$ cat config.mk
export PLATFORM = sky130hd
export DESIGN_NAME = risc_controller
export DESIGN_NICKNAME = d
export VERILOG_FILES = /design/src/rtl/risc_controller.sv
export SDC_FILE = /design/constraint.sdc
export NUM_CORES = 1
export LEC_CHECK = 0
export ABC_CLOCK_PERIOD_IN_PS = 1800
export CORE_AREA = 2 2 39 41
export DETAILED_ROUTE_END_ITERATION = 10
export DIE_AREA = 0 0 41 43
export GPL_TIMING_DRIVEN = 1
export PLACE_DENSITY_LB_ADDON = 0.1
export REMOVE_ABC_BUFFERS = 1
export SLEW_MARGIN = 20
export SYNTH_ARGS = -nofsm -noshare
export SYNTH_HDL_FRONTEND = slang
export SYNTH_SLANG_ARGS = --single-unit
export TNS_END_PERCENT = 1
$ cat constraint.sdc
create_clock -name clk -period 1.8 [get_ports clk]
set_input_delay 0.18 -clock clk [delete_from_list [all_inputs] [get_ports clk]]
set_output_delay 0.18 -clock clk [all_outputs]
set_load 0.01 [all_outputs]
$ cat src/rtl/risc_controller.sv
// risc_controller: eight-phase VeriRISC instruction sequencer.
// Phase counter plus opcode decode into datapath strobes.
module risc_controller #(
    parameter logic HALT_STICKY = 1'b1
) (
    input  logic       clk,
    input  logic       rst_,
    input  logic [2:0] opcode,
    input  logic       zero,
    output logic       mem_rd,
    output logic       load_ir,
    output logic       halt,
    output logic       inc_pc,
    output logic       load_ac,
    output logic       load_pc,
    output logic       mem_wr,
    output logic [2:0] phase
);

    localparam logic [2:0] INST_ADDR  = 3'd0;
    localparam logic [2:0] INST_FETCH = 3'd1;
    localparam logic [2:0] INST_LOAD  = 3'd2;
    localparam logic [2:0] IDLE       = 3'd3;
    localparam logic [2:0] OP_ADDR    = 3'd4;
    localparam logic [2:0] OP_FETCH   = 3'd5;
    localparam logic [2:0] ALU_OP     = 3'd6;
    localparam logic [2:0] STORE      = 3'd7;

    localparam logic [2:0] HLT = 3'd0;
    localparam logic [2:0] SKZ = 3'd1;
    localparam logic [2:0] ADD = 3'd2;
    localparam logic [2:0] AND = 3'd3;
    localparam logic [2:0] XOR = 3'd4;
    localparam logic [2:0] LDA = 3'd5;
    localparam logic [2:0] STO = 3'd6;
    localparam logic [2:0] JMP = 3'd7;

    logic halted;
    logic aluop;
    logic is_hlt;
    logic is_jmp;

    assign aluop  = (opcode == ADD) || (opcode == AND) ||
                    (opcode == XOR) || (opcode == LDA);
    assign is_hlt = (opcode == HLT);
    assign is_jmp = (opcode == JMP);

    // Phase advances every clock; a HLT in OP_ADDR may freeze it there.
    always_ff @(posedge clk or negedge rst_) begin
        if (!rst_) begin
            phase  <= INST_ADDR;
            halted <= 1'b0;
        end else if (halted) begin
            phase  <= phase;
        end else if (HALT_STICKY && phase == OP_ADDR && is_hlt) begin
            halted <= 1'b1;
        end else begin
            phase  <= phase + 3'd1;
        end
    end

    // Strobe decode from registered phase, halted flag, opcode and zero.
    always_comb begin
        mem_rd  = 1'b0;
        load_ir = 1'b0;
        halt    = 1'b0;
        inc_pc  = 1'b0;
        load_ac = 1'b0;
        load_pc = 1'b0;
        mem_wr  = 1'b0;
        if (halted) begin
            halt = 1'b1;
        end else begin
            case (phase)
                INST_FETCH: begin
                    mem_rd = 1'b1;
                end
                INST_LOAD, IDLE: begin
                    mem_rd  = 1'b1;
                    load_ir = 1'b1;
                end
                OP_ADDR: begin
                    inc_pc = 1'b1;
                    halt   = is_hlt;
                end
                OP_FETCH: begin
                    mem_rd = aluop;
                end
                ALU_OP: begin
                    mem_rd  = aluop;
                    load_ac = aluop;
                    inc_pc  = (opcode == SKZ) && zero;
                    load_pc = is_jmp;
                end
                STORE: begin
                    mem_rd  = aluop;
                    load_ac = aluop;
                    inc_pc  = is_jmp;
                    load_pc = is_jmp;
                    mem_wr  = (opcode == STO);
                end
                default: begin
                end
            endcase
        end
    end

endmodule

==> summary.md <==
| Metric | Value |
|---|---|
| Run status | `finished clean` |
| Detail Placement HPWL | `840 um` |
| First-pass GRT wire length | `~1.8 mm` |
| DIE HEIGHT | `43 um` |
| Starting density of the core | `0.258` |
| Pwr Density | `1700 nW/um^2` |
| Total of flip-flops plus latches after synthesis | `4` |
| WL final | `1.02 mm` |
| Clock tree from TritonCTS | `done` |
| Buffering stage count on the worst path with inverters included | `2` |
| Part of the Yosys area used for sequential elements | `0.281` |
| Std-Cell Rows | `14` |
| Time the final worst path needs with I/O delays and setup | `~1.8 ns` |
| Clock insertion delay at the later pin of the skew report | `between 0.2 and 0.25 ns` |
| Clk buf depth | `2` |
| Most frequent standard cell in the layout excluding fill and tap cells | `buf_4` |
| Die outline width | `41 um` |
| Global-route congestion overflow total | `0` |
| Quantity of I/O buffers inserted on ports | `15` |
| Yosys Warn Count | `0` |
| Most area-consuming cells after synthesis | `dfrtp_1 (28%), ha_1 (21%), inv_1 (5.3%)` |
| Antenna Diode Count | `0` |
| Switching power | `0.000459 W` |
| Hold buffer count at cts | `0` |
| Share of the clock period used by the worst path after layout | `0.972` |
| Depth of the CTS H-tree | `1` |
| Post-Place Cell Area | `between 600 and 700 um^2` |
| Gate count of the mapped netlist | `39` |
| Critical path's slowest cell | `dfrtp_2` |
| Actual transition at the worst max-transition pin | `0.298 ns` |
| Number of antenna-violating nets in the routed design | `0` |
| Antenna violations before repair | `0` |
| Number of maximum-capacitance violations | `0` |
| Fraction of power spent switching nets | `0.392` |
| Maximum number of pins on one net before global-route repair | `10` |
| TritonCTS sink count | `4` |
| Area leader, netlist | `dfrtp_1` |
| Post-placement setup slack | `-0.310 ns` |
| Final-layout setup total negative slack | `0 ns` |
| Commonest cells after routing, fill and taps aside | `buf_4 (13), clkdlybuf4s50_1 (8), inv_1 (4)` |
| Worst EP required | `1.62 ns` |
| Average wire per standard cell | `~12 um` |
| Final Hold Fails | `0` |
| Cell family with most CP delay | `flip-flops` |
| Arrival time of the worst setup path | `approximately 1.6 ns` |
| Detailed Routing Iterations Pass 1 | `1` |
| Master cell of the clock root buffer | `clkbuf_4` |
| Total global routing track utilization | `0.154` |
| Worst-path maximum fanout | `4` |
| Crit-path most repeated cell | `ha_2` |
| Type of destination of the critical path | `output pin` |
| Critical Path Max Stage Delay | `0.42 ns` |
| Number of global-route vias before repair | `429` |
| Netlist Area Pre-Place | `about 360 um^2` |
| Top-Level Pins | `16` |
| Path type of the worst setup path | `register to output pin` |
| Max-slew violation total from the final report | `0` |
| Core area | `1380 um^2` |
| Final non-filler cell area | `around 700 um^2` |
| Worst setup SP type | `register` |
| Number of fillers in the final layout | `about 140` |
| Num CTS Buffers | `3` |
| Cell internal power dissipation | `slightly above 0.0007 W` |
| Worst hold margin | `~0.15 ns` |
| Layout overhead on the synthesized area | `92.6%` |
| Remaining routing DRC violations | `0` |
| Post-route setup slack | `0.0499 ns` |
| Average via count per standard cell | `approximately 4.5` |
| Unrepaired setup endpoints after global routing | `true` |
| Flop pwr share | `0.177` |
| Die outline area | `between 1500 and 2000 um^2` |
| DRC violation total after the first TritonRoute iteration | `0` |
| Cells traversed along the worst timing path | `ha_2 -> ha_2 -> buf_4 -> a21oi_1 -> nor2_1 -> clkdlybuf4s15_1` |
| Maximum resistive drop on vdd | `801 uV` |
| Clk slew on worst S/H paths | `0.04 ns` |
| Power share of the combinational group | `0.731` |
| Class of the tightest hold or removal check | `input port to asynchronous set/reset pin` |
| Share of power burned in the clock network | `0.092` |
| Final #Nets | `84` |
| Via count | `approximately 380` |
| Highest attainable clock frequency | `roughly 0.57 GHz` |
| Ratio of cells with drive above 1 in the final layout | `0.500` |
| Slew Limit Headroom | `0.802` |
| Post-synthesis cell type count | `20` |
| Post-route clock skew | `0.00337 ns` |
| Leakage Power | `0.299 nW` |
| Area share of the largest cell type after synthesis | `0.281` |
| Final-report setup violation count | `0` |
| Mean area per synthesized cell | `about 9 um^2` |
| Placer Congestion | `around 0.73` |
## path summary, 6_finish.rpt
kind	slack (ns)	startpoint	end	cells after the start
min in group clk	0.67	halted	halted	2
max in group asynchronous	1.46	rst_	phase[1]	1
setup reg to reg	0.21	phase[1]	phase[1]	6
setup / recovery	0.05	phase[1]	load_ir	6
hold reg to reg	0.67	halted	halted	2
hold / removal	0.15	rst_	phase[2]	1
## cells by family (layout without fill, tap and decap cells)
logic type	count (synthesis)	after routing	share of synthesized area
buffers and inverters	6	37	0.0667
AO/OA/AOI/OAI	8	8	0.147
XOR/XNOR	2	2	0.0491
adder cells (fa/ha/maj)	6	6	0.211
multiplexers	1	1	0.0421
AND/OR/NAND/NOR	12	12	0.203
flip-flops	4	4	0.281
## power groups by stage
stage | sequential [W] | combinational (W) | clock, W
6_report | 0.000207 | 0.000856 | 0.000108
4_1_cts | 0.000201 | 0.000801 | 0.000114
2_1_floorplan | 0.000227 | 0.000286 | 0
3_3_place_gp | 0.000202 | 0.000736 | 0
3_5_place_dp | 0.000205 | 0.000751 | 0
5_1_grt | 0.000221 | 0.000948 | 0.000127
## stage by stage
step | power (W) | instances | utilization
after detailed placement | 0.000956 | 81 | 0.442
after CTS | 0.00112 | 86 | 0.477
after global routing | 0.00130 | 86 | 0.496
after global placement | 0.000938 | 81 | 0.442
after floorplan | 0.000513 | 38 | -
final | 0.00117 | 86 | 0.496
## registers in the layout, indices dropped and copies added, names as in the netlist
| register | flops |
|---|---|
| phase | 3 |
| halted | 1 |
## metal layers
| layer | global-route usage | wire, um |
|---|---|---|
| met5 | 0 | 0 |
| met2 | 0.263 | 616 |
| met3 | 0.0471 | 32 |
| met1 | 0.156 | 369 |
| met4 | 0.0800 | 0 |
## layout make-up
cell class,count,area [um^2],area share
multi-input combinational,29,289,0.421
timing repair buffer,29,235,0.342
sequential,4,101,0.148
clock buffer,3,22.5,0.0328
tap,16,20.0,0.0291
inverter,5,18.8,0.0273
## synth_stat cells
library cell  number
ha_1               6
inv_1              5
dfrtp_1            4
nor3_1             3
a21oi_1            2
nand3_1            2
nand4_1            2
o21ai_0            2
xnor2_1            2
a2111oi_0          1
a21oi_2            1
a311oi_1           1
a31oi_1            1
and2_1             1
buf_2              1
mux2_4             1
nand2_1            1
nor2_1             1
nor4b_2            1
or3_1              1
## what timing repair did
item | CTS | global route
pin swaps | 0 | 5
cloned | 0 | 0
endpoints found under the setup margin | 7 | 7
setup buffers | 2 | 0
resized for setup | 23 | 15
No activity file was read; power rests on OpenSTA's default activity.
